### src/rtl/lsu.sv
// Load/store unit: turns the ALU result into a single outstanding request/acknowledge
// data-memory access, returns sign/zero-extended load data and stalls the pipeline meanwhile.
module lsu #(
    parameter int WORD_WIDTH = 32,
    parameter int TIMEOUT    = 16
) (
    input  logic                    clk,
    input  logic                    rst,
    input  logic                    ex_valid,
    input  logic [5:0]              ls_op,
    input  logic [WORD_WIDTH-1:0]   ex_addr,
    input  logic [WORD_WIDTH-1:0]   st_data,
    input  logic [4:0]              ex_rd,
    output logic                    stall,
    output logic                    mem_req,
    output logic                    mem_we,
    output logic [3:0]              mem_be,
    output logic [WORD_WIDTH-1:0]   mem_addr,
    output logic [WORD_WIDTH-1:0]   mem_wdata,
    input  logic [WORD_WIDTH-1:0]   mem_rdata,
    input  logic                    mem_ack,
    output logic                    done,
    output logic                    wb_we,
    output logic [4:0]              wb_rd,
    output logic [WORD_WIDTH-1:0]   wb_data,
    output logic                    err
);

    localparam logic [5:0] OP_LW  = 6'b100011;
    localparam logic [5:0] OP_LB  = 6'b100000;
    localparam logic [5:0] OP_LBU = 6'b100100;
    localparam logic [5:0] OP_SW  = 6'b101011;
    localparam logic [5:0] OP_SB  = 6'b101000;
    localparam int CNT_W = $clog2(TIMEOUT) + 1;

    typedef enum logic {IDLE, BUSY} state_t;

    state_t                  state_q, state_d;
    logic [CNT_W-1:0]        cnt_q, cnt_d;
    logic                    mem_req_q, mem_req_d;
    logic                    mem_we_q, mem_we_d;
    logic [3:0]              mem_be_q, mem_be_d;
    logic [WORD_WIDTH-1:0]   mem_addr_q, mem_addr_d;
    logic [WORD_WIDTH-1:0]   mem_wdata_q, mem_wdata_d;
    logic                    done_q, done_d;
    logic                    wb_we_q, wb_we_d;
    logic [4:0]              wb_rd_q, wb_rd_d;
    logic [WORD_WIDTH-1:0]   wb_data_q, wb_data_d;
    logic                    err_q, err_d;
    logic                    load_q, load_d;
    logic                    byte_q, byte_d;
    logic                    sext_q, sext_d;
    logic [1:0]              lane_q, lane_d;
    logic [4:0]              rd_q, rd_d;

    logic is_lw, is_lb, is_lbu, is_sw, is_sb;
    logic is_mem, is_word, aligned, accept, misalign, timeout_hit;
    logic [7:0] rd_byte;
    logic [WORD_WIDTH-1:0] load_data;
    logic [7:0] lane_bytes [4];

    always_comb begin
        is_lw    = (ls_op == OP_LW);
        is_lb    = (ls_op == OP_LB);
        is_lbu   = (ls_op == OP_LBU);
        is_sw    = (ls_op == OP_SW);
        is_sb    = (ls_op == OP_SB);
        is_mem   = is_lw | is_lb | is_lbu | is_sw | is_sb;
        is_word  = is_lw | is_sw;
        aligned  = ~is_word | (ex_addr[1:0] == 2'b00);
        accept   = (state_q == IDLE) & ex_valid & is_mem & aligned;
        misalign = (state_q == IDLE) & ex_valid & is_word & ~aligned;
        timeout_hit = (state_q == BUSY) & ~mem_ack & (cnt_q == CNT_W'(TIMEOUT - 1));
    end

    genvar gi;
    generate
        for (gi = 0; gi < 4; gi++) begin : g_lane
            assign lane_bytes[gi] = mem_rdata[8*gi +: 8];
        end
    endgenerate

    always_comb begin
        rd_byte = lane_bytes[lane_q];
        if (!byte_q)
            load_data = mem_rdata;
        else if (sext_q)
            load_data = {{(WORD_WIDTH-8){rd_byte[7]}}, rd_byte};
        else
            load_data = {{(WORD_WIDTH-8){1'b0}}, rd_byte};
    end

    // State register
    always_ff @(posedge clk) begin
        if (rst) state_q <= IDLE;
        else     state_q <= state_d;
    end

    // Next-state logic
    always_comb begin
        state_d = state_q;
        case (state_q)
            IDLE: if (accept) state_d = BUSY;
            BUSY: if (mem_ack || timeout_hit) state_d = IDLE;
            default: state_d = IDLE;
        endcase
    end

    // Output logic: next values of every registered output plus the combinational stall
    always_comb begin
        stall       = accept | ((state_q == BUSY) & ~mem_ack & ~timeout_hit);
        cnt_d       = cnt_q;
        mem_req_d   = mem_req_q;
        mem_we_d    = mem_we_q;
        mem_be_d    = mem_be_q;
        mem_addr_d  = mem_addr_q;
        mem_wdata_d = mem_wdata_q;
        done_d      = 1'b0;
        wb_we_d     = 1'b0;
        wb_rd_d     = wb_rd_q;
        wb_data_d   = wb_data_q;
        err_d       = 1'b0;
        load_d      = load_q;
        byte_d      = byte_q;
        sext_d      = sext_q;
        lane_d      = lane_q;
        rd_d        = rd_q;
        case (state_q)
            IDLE: begin
                if (accept) begin
                    cnt_d       = '0;
                    mem_req_d   = 1'b1;
                    mem_we_d    = is_sw | is_sb;
                    mem_be_d    = is_word ? 4'b1111 : (4'b0001 << ex_addr[1:0]);
                    mem_addr_d  = {ex_addr[WORD_WIDTH-1:2], 2'b00};
                    mem_wdata_d = is_sb ? {(WORD_WIDTH/8){st_data[7:0]}} : st_data;
                    load_d      = is_lw | is_lb | is_lbu;
                    byte_d      = ~is_word;
                    sext_d      = is_lb;
                    lane_d      = ex_addr[1:0];
                    rd_d        = ex_rd;
                end else if (misalign) begin
                    err_d = 1'b1;
                end
            end
            BUSY: begin
                if (mem_ack) begin
                    // Ack beats the timeout when both land in the same cycle
                    mem_req_d = 1'b0;
                    done_d    = 1'b1;
                    if (load_q) begin
                        wb_we_d   = 1'b1;
                        wb_rd_d   = rd_q;
                        wb_data_d = load_data;
                    end
                end else if (timeout_hit) begin
                    mem_req_d = 1'b0;
                    err_d     = 1'b1;
                end else begin
                    cnt_d = cnt_q + CNT_W'(1);
                end
            end
            default: ;
        endcase
    end

    always_ff @(posedge clk) begin
        if (rst) begin
            cnt_q       <= '0;
            mem_req_q   <= 1'b0;
            mem_we_q    <= 1'b0;
            mem_be_q    <= 4'b0000;
            mem_addr_q  <= '0;
            mem_wdata_q <= '0;
            done_q      <= 1'b0;
            wb_we_q     <= 1'b0;
            wb_rd_q     <= 5'd0;
            wb_data_q   <= '0;
            err_q       <= 1'b0;
            load_q      <= 1'b0;
            byte_q      <= 1'b0;
            sext_q      <= 1'b0;
            lane_q      <= 2'b00;
            rd_q        <= 5'd0;
        end else begin
            cnt_q       <= cnt_d;
            mem_req_q   <= mem_req_d;
            mem_we_q    <= mem_we_d;
            mem_be_q    <= mem_be_d;
            mem_addr_q  <= mem_addr_d;
            mem_wdata_q <= mem_wdata_d;
            done_q      <= done_d;
            wb_we_q     <= wb_we_d;
            wb_rd_q     <= wb_rd_d;
            wb_data_q   <= wb_data_d;
            err_q       <= err_d;
            load_q      <= load_d;
            byte_q      <= byte_d;
            sext_q      <= sext_d;
            lane_q      <= lane_d;
            rd_q        <= rd_d;
        end
    end

    assign mem_req   = mem_req_q;
    assign mem_we    = mem_we_q;
    assign mem_be    = mem_be_q;
    assign mem_addr  = mem_addr_q;
    assign mem_wdata = mem_wdata_q;
    assign done      = done_q;
    assign wb_we     = wb_we_q;
    assign wb_rd     = wb_rd_q;
    assign wb_data   = wb_data_q;
    assign err       = err_q;

endmodule

### config.mk
export PLATFORM = sky130hd
export DESIGN_NAME = lsu
export DESIGN_NICKNAME = d
export VERILOG_FILES = /design/src/rtl/lsu.sv
export SDC_FILE = /design/constraint.sdc
export NUM_CORES = 1
export LEC_CHECK = 0
export CAP_MARGIN = 25
export CORE_MARGIN = 2
export CORE_UTILIZATION = 43
export CTS_CLUSTER_SIZE = 40
export DETAILED_ROUTE_END_ITERATION = 12
export PLACE_DENSITY = 0.9
export SETUP_SLACK_MARGIN = 0.05
export SLEW_MARGIN = 20
export SYNTH_ARGS = -nofsm -noshare
export SYNTH_HDL_FRONTEND = slang
export SYNTH_SLANG_ARGS = --single-unit
### constraint.sdc
create_clock -name clk -period 2.6 [get_ports clk]
set_clock_uncertainty 0.05 [all_clocks]
set_input_delay 0.52 -clock clk [delete_from_list [all_inputs] [get_ports clk]]
set_output_delay 0.52 -clock clk [all_outputs]
set_load 0.02 [all_outputs]
=== After elaboration in Yosys (flattened, before gate mapping) ===
Index checks and enable logic that the tools add are counted.

* Register bits: 124
* Input port bits: 111
* Output and inout port bits: 111
* Word-level logic and storage cells: 85

* $add $sub $neg: 1
* $lt $le $gt $ge: 1
* Equality and inequality tests: 10
* Shifts and indexed selects: 1
* Multiplexer cells: 25
* Bitwise gates (word level): 22
* Reductions and logical operators: 8

{| class="wikitable"
|+ Operators with widths
! operator !! number
|-
| 2-to-1 mux 32 bit || 3
|-
| equality test 6 bit (second input constant) || 5
|-
| binary-select mux 8 bit (select 2 bit) || 1
|-
| 2-to-1 mux 8 bit || 2
|-
| 2-to-1 mux 5 bit || 3
|-
| 2-to-1 mux 1 bit || 11
|-
| one-hot mux 5 bit (2 select lines) || 1
|-
| bitwise AND 1 bit || 8
|-
| OR 1 bit || 8
|-
| != test 2 bit (second input constant) || 3
|-
| one-hot mux 1 bit (2 select lines) || 3
|-
| AND reduction 3 bit || 2
|-
| adder 5 x 1 -> 5 bit (second input constant) || 1
|-
| equality test 5 x 4 -> 1 bit (second input constant) || 1
|-
| inverter 1 bit || 5
|-
| 2-to-1 mux 4 bit || 1
|-
| AND reduction 2 bit || 2
|-
| << shifter 1 x 2 -> 4 bit (first input constant) || 1
|-
| greater-or-equal comparator 3 bit (second input constant) || 1
|-
| != test 3 x 2 -> 1 bit (second input constant) || 1
|-
| inverter 2 -> 3 bit || 1
|-
| OR reduction 3 bit || 1
|-
| logical NOT 2 bit || 1
|-
| OR reduction 2 bit || 1
|-
| logical OR 1 bit || 1
|}

=== Logic depth before layout (Yosys ltp) ===
* Word-level depth: 9
* Depth in mapped cells: 8
* Gate-level depth less buffers: 7

=== Worst setup path before layout ===
Ideal clock, no wire load.

* Kind: flip-flop to output port
* Start point: register cnt_q[0]
* End point: output port stall
* Arrival time: 1.548 ns
* Data required time: 2.030 ns
* Slack: 0.482 ns
* Stages on the path, launching flop included: 7
* Buffers on the path: 1
* Cell sequence: dfxtp_1 ha_1 and3_1 ha_1 or3b_1 clkbuf_1 nand2_1

* Cells in the longest elaborated chain, start to end: 5

{| class="wikitable"
|+ RTL lines
! item !! RTL line !! source
|-
| start, declared || 39 || <nowiki>logic [CNT_W-1:0] cnt_q, cnt_d;</nowiki>
|-
| start signal, assigned || 186 || <nowiki>cnt_q <= cnt_d;</nowiki>
|-
| equality test 5 x 4 -> 1 bit || 73 || <nowiki>timeout_hit = (state_q == BUSY) & ~mem_ack & (cnt_q == CNT_W'(TIMEOUT - 1));</nowiki>
|-
| bitwise AND 1 bit || 73 ||
|-
| inverter 1 bit || 111 || <nowiki>stall = accept | ((state_q == BUSY) & ~mem_ack & ~timeout_hit);</nowiki>
|-
| bitwise AND 1 bit || 111 ||
|-
| OR 1 bit || 111 ||
|-
| end, declared || 14 || <nowiki>output logic stall,</nowiki>
|}

No other way between the ends.

=== Final worst setup path ===
Same ends and word-level chain as after synthesis.

==> key figures <==
Global routing
  • Remaining Overflow, GRT: 0
  • Total GRT Usage: 26.0%
  • Wire length of the first global-routing pass: 26.6 mm
  • Pin count of the biggest net entering global routing: 72
  • Initial antenna violation count: 0
  • Number of global-route vias before repair: 5,252

Yosys
  • Sequential-to-total area share from yosys stat: 47.7%
  • Top area cells in the synthesized netlist: dfxtp_1 48%, a21oi_1 10%, o21ai_0 6.3%, nand3_1 4.5%, nand2_1 3.7%
  • Mapped cell area: 5210 um2
  • Simple-Gate Fraction of Synth Area: 14.3%
  • Fraction of synthesized area in multiplexers: 1.97%
  • FF+latch count, synth: 124
  • Dominant combinational cell family by area after synthesis: compound AO/OA/AOI/OAI gates
  • Mapped Avg Cell Area: 8.61 um2
  • Adder-Cell Fraction of Synth Area: 0.481%
  • Synthesized netlist cell count: 605
  • Post-Synth XOR/XNOR Area: 0.505%
  • Largest area contributor in the netlist: dfxtp_1
  • Area share of the largest cell type after synthesis: 47.7%
  • Synth Area in Compound Gates: 29.1%
  • Number of distinct standard cells referenced by the synthesized netlist: 44
  • Synth warnings: 0

STA
  • Count of final hold-check violations: 0
  • Transition at the pin with the smallest max-transition slack: 0.736 ns
  • Max Clk Rate: 0.402 GHz
  • Time the final worst path needs with I/O delays and setup: 2.49 ns
  • Share of the clock period used by the worst path: 95.6%
  • Unrepaired setup endpoints after global routing: no
  • Slew HR: 51.0%
  • Total count of max-transition violations in the final report: 0
  • Total negative setup slack: 0 ns
  • Final setup violation count: 0

Route
  • Vias per cell: 5.65
  • First-pass iteration count of the detailed router: 5
  • Antenna Violating Nets Remaining: 0
  • Number of design rule violations left after detail routing: 0
  • Wire length per cell after detailed routing: 17.5 um
  • DRT Wirelength: 17.1 mm
  • Via count: 5,529
  • DR iter-0 viols: 603

Clock tree
  • CTS tree: done
  • Clock Sinks: 124
  • Total clock buffers created by CTS: 17
  • Clk pin slew, worst setup/hold paths: 0.06 ns
  • Buffers from clock root to sink, at most: 2
  • Number of levels in the clock H-tree: 4
  • Clock latency on the worst-skew pair: 0.42 ns
  • CTS Root Cell: clkbuf_16

Critical path
  • Crit Reg-Reg Endpoint: mem_be[2]$_SDFFE_PP0P_
  • Data arrival, critical path: 1.92 ns
  • Worst setup path category: reg2out
  • Nature of the critical path endpoint: output pin
  • Worst reg2reg setup slack: 0.51 ns
  • Startpoint kind of the worst setup timing path: flip-flop
  • Endpoint of the most critical setup path: stall
  • Depth of the most critical reg-to-reg path: 4
  • Startpoint of the worst setup timing path: cnt_q[0]$_SDFFE_PP0P_
  • Highest fanout seen on the critical path: 4
  • Worst Path Required: 2.03 ns
  • Reg2Reg Launch Point: state_q$_SDFF_PP0_
  • Cell breakdown of the critical path: ha_1, and3_1, ha_2, or3b_4, nand2_2, buf_6
  • Largest incremental delay on the critical path: 0.38 ns
  • Cell with the biggest individual delay on the critical path: or3b_4

Placed design
  • Total half-perimeter wirelength after legalization and detailed placement: 11.5 mm
  • Number of port buffers: 219
  • Gpl congestion: 0.907

Final layout
  • Ratio of cells with drive above 1 in the final layout: 11.0%
  • Area growth syn-to-layout: 58.3%
  • Number of nets in the final layout: 931
  • Utilization of the core after routing: 69.2%
  • Count of inserted antenna diode cells: 0

Floorplanning
  • Floorplan die area: 13,000 um2
  • Floorplan core area: 11,900 um2
  • Initial standard-cell utilization of the core: 43.7%
  • Site row count: 40
  • Die Width: 114 um
  • Top-level port count: 222
  • Die span in y: 114 um

Power and ir drop
  • Leakage power: 3.04 nW
  • Pwr dens: 572 nW/um2
  • Max IR drop VDD: 452 uV

Flow run
  • Max capacitance violation total: 0

Hold path
  • Origin of the worst min-delay path: rd_q[4]$_SDFFE_PP0P_
  • Worst min-delay path category: reg2reg

Outcome
  • Outcome: complete, no violations
[state kept, by name (all words and copies together), names as in the netlist]
register / count
mem_wdata: 32
wb_data: 32
mem_addr: 30
cnt_q: 5
rd_q: 5
wb_rd: 5
mem_be: 4
lane_q: 2
byte_q: 1
done: 1
err: 1
load_q: 1
mem_req: 1
mem_we: 1
sext_q: 1
state_q: 1
wb_we: 1
[how the worst min path moves through the flow]
stage,depth (start not counted),to,slack [ns]
floorplan,2,wb_rd[0]$_SDFFE_PP0P_,0.38
global placement,2,wb_rd[1]$_SDFFE_PP0P_,0.38
detailed placement,2,wb_rd[4]$_SDFFE_PP0P_,0.39
CTS,2,wb_rd[4]$_SDFFE_PP0P_,0.40
global route,2,wb_rd[4]$_SDFFE_PP0P_,0.42
finish,2,wb_rd[4]$_SDFFE_PP0P_,0.40
[placed cells by master, fill, tap and decap left out, types with 4 or more instances in the layout]
| master | Yosys | final |
|---|---|---|
| a22o_1 | 7 | 7 |
| a21oi_1 | 106 | 106 |
| a21o_1 | 8 | 7 |
| nand2b_1 | 17 | 17 |
| mux2i_1 | 8 | 8 |
| clkdlybuf4s50_1 | 0 | 217 |
| a211oi_1 | 24 | 24 |
| buf_4 | 8 | 29 |
| inv_1 | 9 | 9 |
| buf_12 | 0 | 5 |
| nand3_1 | 47 | 47 |
| o21ai_1 | 15 | 15 |
| o211a_1 | 8 | 8 |
| nand2_1 | 52 | 51 |
| clkinv_2 | 0 | 6 |
| clkbuf_16 | 0 | 17 |
| o21ai_0 | 66 | 66 |
| dfxtp_1 | 124 | 123 |
| nor3_1 | 4 | 4 |
| a211oi_2 | 9 | 9 |
[report_power, final]
part | switching [mW] | internal [mW] | total (mW)
registers | 0.0119 | 1.92 | 1.93
logic | 0.222 | 0.242 | 0.464
clock network | 0.864 | 1.45 | 2.31
[metrics by stage]
step                      area [um2]  instances  hold WS [ns]  setup slack (ns)  power, mW
after CTS                       8210        976         0.402            0.0597       4.74
after detailed placement        7640        944         0.394            -0.123       2.43
after floorplan                 5210        606         0.378             0.482       2.15
after global placement          7640        944         0.384           -0.0917       2.42
after global routing            8240        978         0.419            0.0588       4.86
final                           8240        978         0.399             0.113       4.71
[cell families after synthesis]
| group | Yosys count |
|---|---|
| simple gates | 145 |
| fa+ha+maj | 2 |
| xor+xnor | 3 |
| buf+inv | 69 |
| flops | 124 |
| mux | 9 |
| other cells | 1 |
| compound gates | 252 |
[critical path: cells and delay by family, from the launching register on]
family                     cells  cell delay, ns
and+or+nand+nor                3            0.65
adders and majority gates      2            0.40
DFF                            1            0.33
buffers and inverters          1            0.11
[final cells by class]
cell class / count / area (um2)
fillers: 903 / 3670
repair buffers: 253 / 2510
flip-flops and latches: 124 / 2480
multi-input cells: 413 / 2450
clock buffers: 20 / 457
well taps: 147 / 184
clock inverters: 12 / 121
inverters: 9 / 33.8
[timing repair]
| action | CTS | global route |
|---|---|---|
| hold buffers | 0 | 0 |
| pin swaps | 0 | 1 |
| setup buffers | 0 | 2 |
| resized for setup | 5 | 5 |
| endpoints found under the setup margin | 1 | 1 |
[per-layer routing]
| layer | up-vias | part of all wire [%] | global-route usage (%) |
|---|---|---|---|
| li1 | 2606 | - | - |
| met1 | 2561 | 40 | 30.5 |
| met2 | 316 | 46 | 41.5 |
| met3 | 46 | 11 | 10.1 |
| met4 | 0 | 3.4 | 13.1 |
| met5 | - | 0 | 0 |
[cell usage after synthesis, drive strengths merged]
master / n
nor3b: 2
mux2i: 8
nor2b: 3
or3b: 1
dfxtp: 124
a41o: 1
clkbuf: 36
nor2: 3
ha: 2
a31o: 1
o211ai: 1
nor4bb: 1
a21o: 8
or4: 1
inv: 9
a22o: 7
nand4: 1
o221a: 2
a211oi: 33
nand4bb: 2
xor2: 3
o21a: 2
and3: 3
and3b: 1
nand3b: 2
nand2b: 17
and2: 1
a21oi: 107
nor3: 5
or3: 2
nand3: 47
nand2: 52
buf: 24
a31oi: 1
mux4: 1
o21ai: 81
o211a: 8
nor4: 1
conb: 1
Note: power is estimated with default switching activity, not from simulation.
